<file path="config.mk">
export PLATFORM = sky130hd
export DESIGN_NAME = pipe_ctrl
export DESIGN_NICKNAME = d
export VERILOG_FILES = /design/src/rtl/pipe_pkg.sv /design/src/rtl/hazard_unit.sv /design/src/rtl/pipe_ctrl.sv
export SDC_FILE = /design/constraint.sdc
export NUM_CORES = 1
export LEC_CHECK = 0
export CAP_MARGIN = 40
export CORE_ASPECT_RATIO = 0.7
export CORE_MARGIN = 2
export CORE_UTILIZATION = 48
export CTS_CLUSTER_DIAMETER = 40
export DETAILED_ROUTE_END_ITERATION = 12
export GPL_TIMING_DRIVEN = 0
export PLACE_DENSITY = 0.92
export SLEW_MARGIN = 20
export SYNTH_ARGS = -nofsm -noshare
export SYNTH_HDL_FRONTEND = slang
export SYNTH_SLANG_ARGS = --single-unit
</file>
<file path="constraint.sdc">
create_clock -name clk -period 2.6 [get_ports clk]
set_input_delay 0.39 -clock clk [delete_from_list [all_inputs] [get_ports clk]]
set_output_delay 0.39 -clock clk [all_outputs]
set_load 0.01 [all_outputs]
</file>
<file path="src/rtl/pipe_pkg.sv">
// Shared definitions for the pipeline stall/flush sequencer.
//   - state_t  : sequencer states (RUN / MEM_WAIT / ERR)
//   - REG_W    : register-number width
//   - ZERO_REG : hard-wired zero register; writes to it never create hazards
package pipe_pkg;

    localparam int REG_W = 5;
    localparam logic [REG_W-1:0] ZERO_REG = '0;

    typedef enum logic [1:0] {
        S_RUN      = 2'd0,
        S_MEM_WAIT = 2'd1,
        S_ERR      = 2'd2
    } state_t;

endpackage

</file>
<file path="src/rtl/hazard_unit.sv">
// Load-use hazard detector (purely combinational).
// Ports:
//   i_ex_mem_read : EX-stage instruction is a load
//   i_ex_rd       : EX-stage destination register
//   i_id_rs       : rs of the instruction in ID
//   i_id_rt       : rt of the instruction in ID
//   i_id_uses_rt  : ID instruction reads rt as a source
//   o_lu_hz       : ID must wait one cycle for the load result
module hazard_unit
    import pipe_pkg::*;
(
    input  logic             i_ex_mem_read,
    input  logic [REG_W-1:0] i_ex_rd,
    input  logic [REG_W-1:0] i_id_rs,
    input  logic [REG_W-1:0] i_id_rt,
    input  logic             i_id_uses_rt,
    output logic             o_lu_hz
);

    logic w_rs_match;
    logic w_rt_match;

    assign w_rs_match = (i_ex_rd == i_id_rs);
    // rt only matters when the ID instruction actually sources it (not an I-type dest)
    assign w_rt_match = i_id_uses_rt && (i_ex_rd == i_id_rt);

    assign o_lu_hz = i_ex_mem_read && (i_ex_rd != ZERO_REG) && (w_rs_match || w_rt_match);

endmodule

</file>
<file path="src/rtl/pipe_ctrl.sv">
// Central stall/flush sequencer for the 5-stage pipeline.
// Resolves load-use hazards (ID), taken branches (MEM) and multi-cycle data
// memory accesses (req/ack with timeout), and counts stalled cycles.
// Ports:
//   clk, rst                       : clock, async active-low reset
//   id_rs, id_rt, id_uses_rt       : ID-stage source operands
//   ex_MemRead, ex_reg_write_no    : EX-stage load and its destination
//   mem_Branch, mem_zero           : MEM-stage branch and its condition
//   mem_MemRead, mem_MemWrite      : MEM-stage data memory access
//   dmem_ack / dmem_req            : data memory handshake
//   pc_wr, *_wr                    : PC / pipeline register write enables
//   *_flush                        : insert a bubble at the register input
//   err                            : sticky memory-timeout error
//   stall_cnt                      : saturating count of cycles with pc_wr=0
module pipe_ctrl
    import pipe_pkg::*;
#(
    parameter int WAIT_MAX = 16,
    parameter int CNT_W    = 16
) (
    input  logic             clk,
    input  logic             rst,
    input  logic [REG_W-1:0] id_rs,
    input  logic [REG_W-1:0] id_rt,
    input  logic             id_uses_rt,
    input  logic             ex_MemRead,
    input  logic [REG_W-1:0] ex_reg_write_no,
    input  logic             mem_Branch,
    input  logic             mem_zero,
    input  logic             mem_MemRead,
    input  logic             mem_MemWrite,
    input  logic             dmem_ack,
    output logic             dmem_req,
    output logic             pc_wr,
    output logic             if_id_wr,
    output logic             id_ex_wr,
    output logic             ex_mem_wr,
    output logic             mem_wb_wr,
    output logic             if_id_flush,
    output logic             id_ex_flush,
    output logic             ex_mem_flush,
    output logic             err,
    output logic [CNT_W-1:0] stall_cnt
);

    localparam int WAIT_W = $clog2(WAIT_MAX + 1);

    state_t            r_state;
    logic [WAIT_W-1:0] r_wait_cnt;
    logic              r_err;
    logic [CNT_W-1:0]  r_stall_cnt;

    logic w_mem_op;
    logic w_br_tk;
    logic w_lu_hz;
    logic w_req;
    logic w_freeze;

    hazard_unit u_hazard (
        .i_ex_mem_read (ex_MemRead),
        .i_ex_rd       (ex_reg_write_no),
        .i_id_rs       (id_rs),
        .i_id_rt       (id_rt),
        .i_id_uses_rt  (id_uses_rt),
        .o_lu_hz       (w_lu_hz)
    );

    assign w_mem_op = mem_MemRead || mem_MemWrite;
    assign w_br_tk  = mem_Branch && mem_zero;

    // Request is held for the whole wait; ack is only meaningful while requesting.
    assign w_req    = ((r_state == S_RUN) && w_mem_op) || (r_state == S_MEM_WAIT);
    assign w_freeze = (w_req && !dmem_ack) || (r_state == S_ERR);

    assign dmem_req  = w_req;
    assign err       = r_err;
    assign stall_cnt = r_stall_cnt;

    // Enable/flush decode. Memory freeze dominates; a branch that arrives with a
    // memory op therefore takes effect on the cycle the access completes.
    always_comb begin
        // NOTE: every output gets a default first so no path leaves it unassigned (no latch).
        pc_wr        = 1'b0;
        if_id_wr     = 1'b0;
        id_ex_wr     = 1'b0;
        ex_mem_wr    = 1'b0;
        mem_wb_wr    = 1'b0;
        if_id_flush  = 1'b0;
        id_ex_flush  = 1'b0;
        ex_mem_flush = 1'b0;
        if (!w_freeze) begin
            ex_mem_wr = 1'b1;
            mem_wb_wr = 1'b1;
            id_ex_wr  = 1'b1;
            if (w_br_tk) begin
                // Squash the three younger instructions on the wrong path.
                pc_wr        = 1'b1;
                if_id_wr     = 1'b1;
                if_id_flush  = 1'b1;
                id_ex_flush  = 1'b1;
                ex_mem_flush = 1'b1;
            end else if (w_lu_hz) begin
                // Hold PC and IF_ID, send a bubble into EX.
                id_ex_flush = 1'b1;
            end else begin
                pc_wr    = 1'b1;
                if_id_wr = 1'b1;
            end
        end
    end

    // Memory-access sequencer. r_wait_cnt counts MEM_WAIT cycles seen without ack.
    always_ff @(posedge clk or negedge rst) begin
        if (!rst) begin
            // NOTE: sequential state uses non-blocking assignments so all registers update together.
            r_state    <= S_RUN;
            r_wait_cnt <= '0;
            r_err      <= 1'b0;
        end else begin
            case (r_state)
                S_RUN: begin
                    if (w_mem_op && !dmem_ack) begin
                        r_state    <= S_MEM_WAIT;
                        r_wait_cnt <= WAIT_W'(1);
                    end
                end
                S_MEM_WAIT: begin
                    if (dmem_ack) begin
                        r_state    <= S_RUN;
                        r_wait_cnt <= '0;
                    end else if (r_wait_cnt == WAIT_W'(WAIT_MAX)) begin
                        r_state <= S_ERR;
                        r_err   <= 1'b1;
                    end else begin
                        r_wait_cnt <= r_wait_cnt + WAIT_W'(1);
                    end
                end
                S_ERR: begin
                    r_state <= S_ERR;
                    r_err   <= 1'b1;
                end
                default: begin
                    r_state    <= S_RUN;
                    r_wait_cnt <= '0;
                end
            endcase
        end
    end

    // Stall-cycle performance counter, sticks at all-ones.
    always_ff @(posedge clk or negedge rst) begin
        if (!rst) begin
            r_stall_cnt <= '0;
        end else if (!pc_wr && (r_stall_cnt != '1)) begin
            r_stall_cnt <= r_stall_cnt + CNT_W'(1);
        end
    end

endmodule

</file>
Yosys cells after proc, flatten, opt, wreduce, memory -nomap -nowiden
Cells that the tools add are included.
{"block": "totals", "output_inout_bits": 26, "wordCells": 58, "in_bits": 24, "regBits": 24}
{"block": "classes", "n_addsub": 2, "reduce_logical": 20, "n_mux": 20, "eq_ne": 11, "n_bitwise": 1}
{"cell": "$add 16x1->16 const B", "n": 1}
{"cell": "$ne 16x16->1 const B", "n": 1}
{"cell": "$mux 5", "n": 3}
{"cell": "$pmux 5 s3", "n": 1}
{"cell": "$mux 1", "n": 11}
{"cell": "$eq 5x5->1", "n": 2}
{"cell": "$logic_and 1x1->1", "n": 8}
{"cell": "$mux 2", "n": 3}
{"cell": "$pmux 2 s3", "n": 1}
{"cell": "$reduce_and 3->1", "n": 2}
{"cell": "$add 5x1->5 const B", "n": 1}
{"cell": "$eq 5x5->1 const B", "n": 1}
{"cell": "$reduce_bool 5->1", "n": 1}
{"cell": "$logic_or 1x1->1", "n": 4}
{"cell": "$ne 2x1->1 const B", "n": 2}
{"cell": "$ne 3x2->1 const B", "n": 1}
{"cell": "$ne 3x3->1 const B", "n": 1}
{"cell": "$eq 2x1->1 const B", "n": 1}
{"cell": "$eq 2x2->1 const B", "n": 1}
{"cell": "$logic_not 1->1", "n": 2}
{"cell": "$logic_not 2->1", "n": 1}
{"cell": "$ne 2x2->1 const B", "n": 1}
{"cell": "$pmux 1 s2", "n": 1}
{"cell": "$reduce_and 2->1", "n": 1}
{"cell": "2 further kinds", "n": 2}

Depth between registers and ports, before layout
{"block": "logic_depth", "depth_word": 9, "mapped_depth": 8, "mapped_depth_nobuf": 7}

Cells and area by module
From an unflattened synthesis, not the netlist that was laid out.
{"block": "unflattened", "hier_cells": 151, "area_unflattened_um2": 1569.0}
{"module": "pipe_ctrl", "instances": 1, "seq_area_each_um2": 600.6, "cells_per_inst": 134, "area_per_inst_um2": 1436.4}
{"module": "hazard_unit", "instances": 1, "seq_area_each_um2": 0.0, "cells_per_inst": 17, "area_per_inst_um2": 132.6}

Worst setup path after synthesis
Ideal clock, no wire load.
{"block": "synth_timing", "kind": "input port to output port", "start": "input port ex_reg_write_no[1]", "end": "output port pc_wr", "path_stages": 5, "path_buffers": 1, "arrival_ps": 1625, "required_time_ps": 2210, "setup_slack_ps": 585, "cell_sequence": "or4_1 o21a_1 a31o_2 inv_1 buf_4"}
{"block": "synth_between", "elab_chain_len": 7, "elab_cells_between_ends": 10, "classes_between": "2 x eq/ne; 3 x mux; 5 x reduce/logical"}
{"item": "start, declared", "line_no": "pipe_ctrl.sv:27", "text": "input logic [REG_W-1:0] ex_reg_write_no,"}
{"item": "$eq 5x5->1", "line_no": "hazard_unit.sv:25", "text": "assign w_rt_match = i_id_uses_rt && (i_ex_rd == i_id_rt);"}
{"item": "$logic_and 1x1->1", "line_no": "hazard_unit.sv:25"}
{"item": "$logic_or 1x1->1", "line_no": "hazard_unit.sv:27", "text": "assign o_lu_hz = i_ex_mem_read && (i_ex_rd != ZERO_REG) && (w_rs_match || w_rt_match);"}
{"item": "$logic_and 1x1->1 *", "line_no": "hazard_unit.sv:27"}
{"item": "$mux 1 * (3 in series)"}
{"item": "end, declared", "line_no": "pipe_ctrl.sv:34", "text": "output logic pc_wr,"}
Mark *: on every way between the ends. The rest lies on a longest branch, timed or not.

Worst setup path in the final report
{"block": "layout_timing", "start": "input port ex_reg_write_no[0]", "end": "output port pc_wr"}
{"block": "layout_between", "elab_chain_len": 7, "elab_cells_between_ends": 10, "classes_between": "2 x eq/ne; 3 x mux; 5 x reduce/logical"}
{"item": "$eq 5x5->1", "line_no": "hazard_unit.sv:25"}
{"item": "$logic_and 1x1->1", "line_no": "hazard_unit.sv:25"}
{"item": "$logic_or 1x1->1", "line_no": "hazard_unit.sv:27"}
{"item": "$logic_and 1x1->1 *", "line_no": "hazard_unit.sv:27"}
{"item": "$mux 1 *", "line_no": "pipe_ctrl.sv:102", "text": "end else if (w_lu_hz) begin"}
{"item": "$mux 1 *", "line_no": "pipe_ctrl.sv:95", "text": "if (w_br_tk) begin"}
{"item": "$mux 1 *", "line_no": "pipe_ctrl.sv:91", "text": "if (!w_freeze) begin"}
Marked as above.

==> results.toml <==
[route]
drtIter0Drc = 44
wire_per_inst_um = 14.22
remaining_drc_errors = 0
antenna_left = 0
drt-vias-per-instance = 5.196
wirelength_um = 3342
dr.pass1.iters = 4
dr_total_vias = 1221

[pwr]
seqPwrFrac_pct = 37.3
swShare_pct = 37.67
clock_power_share_pct = 13.9
p_int_w = 0.001126
power.switching_w = 0.0006803
vdd_ir_drop_max_mv = 0.6021
power_leakage_nw = 0.8175
total_power_w = 0.001806
power_density_nw_per_um2 = 901.1
pwr-share-comb_pct = 48.8

[run]
maxCapViolations = 0

[finish]
syn_to_final_growth_pct = 44.85
drive_gt1_share_pct = 10.55
fin_nets = 227
diodes = 0
finalNonFillerCells = 235
layout_commonest_cell = "clkdlybuf4s50_1"
final_cell_mix = "42 x clkdlybuf4s50_1, 24 x dfrtp_1, 17 x xnor2_1"
final_util_pct = 72.55

[sta]
fin_skew_ns = 0.003967
hold_violations = 0
clock.fmax_ghz = 0.3983
final.setup.tns_ns = 0
maxSlewViolCount = 0
max_slew.worst_pin.slew_ns = 0.4997
period_needed_ns = 2.511
period_share_pct = 96.57
setup_viol = 0
slew_headroom_pct = 66.58

[global_routing]
overflow = 0
grt_pass1_wl_um = 5692
grt_max_degree = 16
grt_pass1_vias = 1253
track_usage_pct = 21.97
antenna_found_initial = 0

[synth]
yosysUniqueCellTypes = 32
ys_ff_latch = 24
seq_area_frac_synth_pct = 43.40
avgSynthCellArea_um2 = 9.544
synth_nets = 172
syn_inst = 145
syn_area_um2 = 1384
yosysWarnings = 0
synth_top_area_share_pct = 43.40
synth-main-ff-cell = "dfrtp_1"
yosysTopAreaCell = "dfrtp_1"
synth_edf_count = 0
ys_top_cells_by_area = "dfrtp_1 43%, xnor2_1 11%, xor2_1 7.0%"
synthArstFlopShare_pct = 100.0

[clocking]
cts_setup_buffers = 0
cts_sinks = 24
cts_made_buffers = 3
htreeDepth = 1
clk_pin_slew_worst_paths_ns = 0.08
cts_buffer_depth = 2
tritoncts = "built"
clock_tree.root_cell = "clkbuf_8"
clk_latency_ns = 0.27

[worst_hold_path]
hold_class = "input pin to async pin"

[placed_design]
post-place-cells = 231
place.gp.congestion = 0.7797
portBuffers = 49
dp_hpwl_um = 2600

[die]
core_area_um2 = 2763
die_w_um = 68.18
start_util_pct = 50.09
die_area_um2 = 3335
fp-row-count = 16
dieHeight_um = 48.93
ioPinCount = 50

[worst_setup_path]
rrSetupSlack_ns = 0.53
end_kind = "primary output"
arrival_ns = 2.12
worstPathRequired_ns = 2.21
critPathKind = "input pin to primary output"
crit_path_start_kind = "input pin"
worstPathMaxFanout = 6

[run_status]
outcome = "completed"
-- metrics by stage --
stage	hold slack [ns]	area (µm²)	setup WS (ns)
global placement	0.4543	1919	-0.3972
detailed placement	0.4594	1934	-0.4174
finish	0.4507	2004	0.08922
floorplan	0.09441	1384	0.5853
CTS	0.4789	1991	0.06577
global route	0.4917	2004	-0.003170
-- synth_stat cells (2+ instances only) --
cell type / instances
dfrtp_1: 24
or2_2: 3
ha_1: 3
nor4_1: 2
buf_4: 4
nand3_1: 7
xor2_1: 11
nand2_1: 12
nand2b_1: 3
xnor2_1: 17
nor2_1: 16
and3_1: 3
o21ai_0: 5
nor3_1: 3
nand4_1: 10
nor3b_1: 2
a21oi_1: 2
inv_1: 4
-- registers in the layout, indices dropped and copies added, names as in the netlist --
name	flops
r_state	2
stall_cnt	16
r_wait_cnt	5
err	1
-- final cells by class --
type	instances	area, µm²
well taps	36	45.04
clock buffers	4	55.05
plain buffers	5	41.29
inverters	5	18.77
fillers	196	758.2
multi-input cells	111	747.0
repair buffers	50	496.7
flip-flops and latches	24	600.6
-- logic make-up after synthesis --
| logic type | synth area share, % |
|---|---|
| muxes | 1.085 |
| DFF | 43.40 |
| and+or+nand+nor | 24.68 |
| adders and majority gates | 2.713 |
| AOI/OAI and AO/OA | 6.058 |
| buffers and inverters | 4.339 |
| xor gates and xnor gates | 17.72 |
-- timing repair --
item,4_1_cts,5_1_grt
gates resized for setup,9,2
hold buffers,0,0
setup endpoints to repair,3,2
-- critical path: stages --
cell and delay, ns:
clkdlybuf4s50_1 0.55, xnor2_1 0.14, nand3_1 0.11, o22ai_2 0.26, a31o_4 0.22, inv_1 0.05
buf_4 0.12, dlygate4sd2_1 0.27
-- power by group through the flow --
stage	Combinational (W)	Clock, W	Sequential [W]
floorplan	0.000425	0	0.000687
global placement	0.000849	0	0.000667
detailed placement	0.000881	0	0.000675
CTS	0.000876	0.000254	0.000670
global route	0.000960	0.000267	0.000697
finish	0.000881	0.000252	0.000673
-- metal layers --
layer | up-vias | global-route usage [%] | wire length (µm)
met4 | 0 | 4.000 | 41
met2 | 27 | 36.08 | 1701
met5 | - | 0 | 0
met1 | 584 | 29.57 | 1465
li1 | 604 | - | -
met3 | 6 | 5.312 | 134
-- final timing paths --
path / start / cells past startpoint / to
hold reg to reg: err$_DFFE_PN0P_ / 1 / err$_DFFE_PN0P_
max in group asynchronous: rst / 2 / stall_cnt[2]$_DFFE_PN0P_
setup reg to reg: stall_cnt[1]$_DFFE_PN0P_ / 7 / stall_cnt[1]$_DFFE_PN0P_
min in group clk: err$_DFFE_PN0P_ / 1 / err$_DFFE_PN0P_
hold / removal: rst / 1 / stall_cnt[8]$_DFFE_PN0P_
setup / recovery: ex_reg_write_no[0] / 8 / pc_wr
Power figures use the tool's default switching activity.
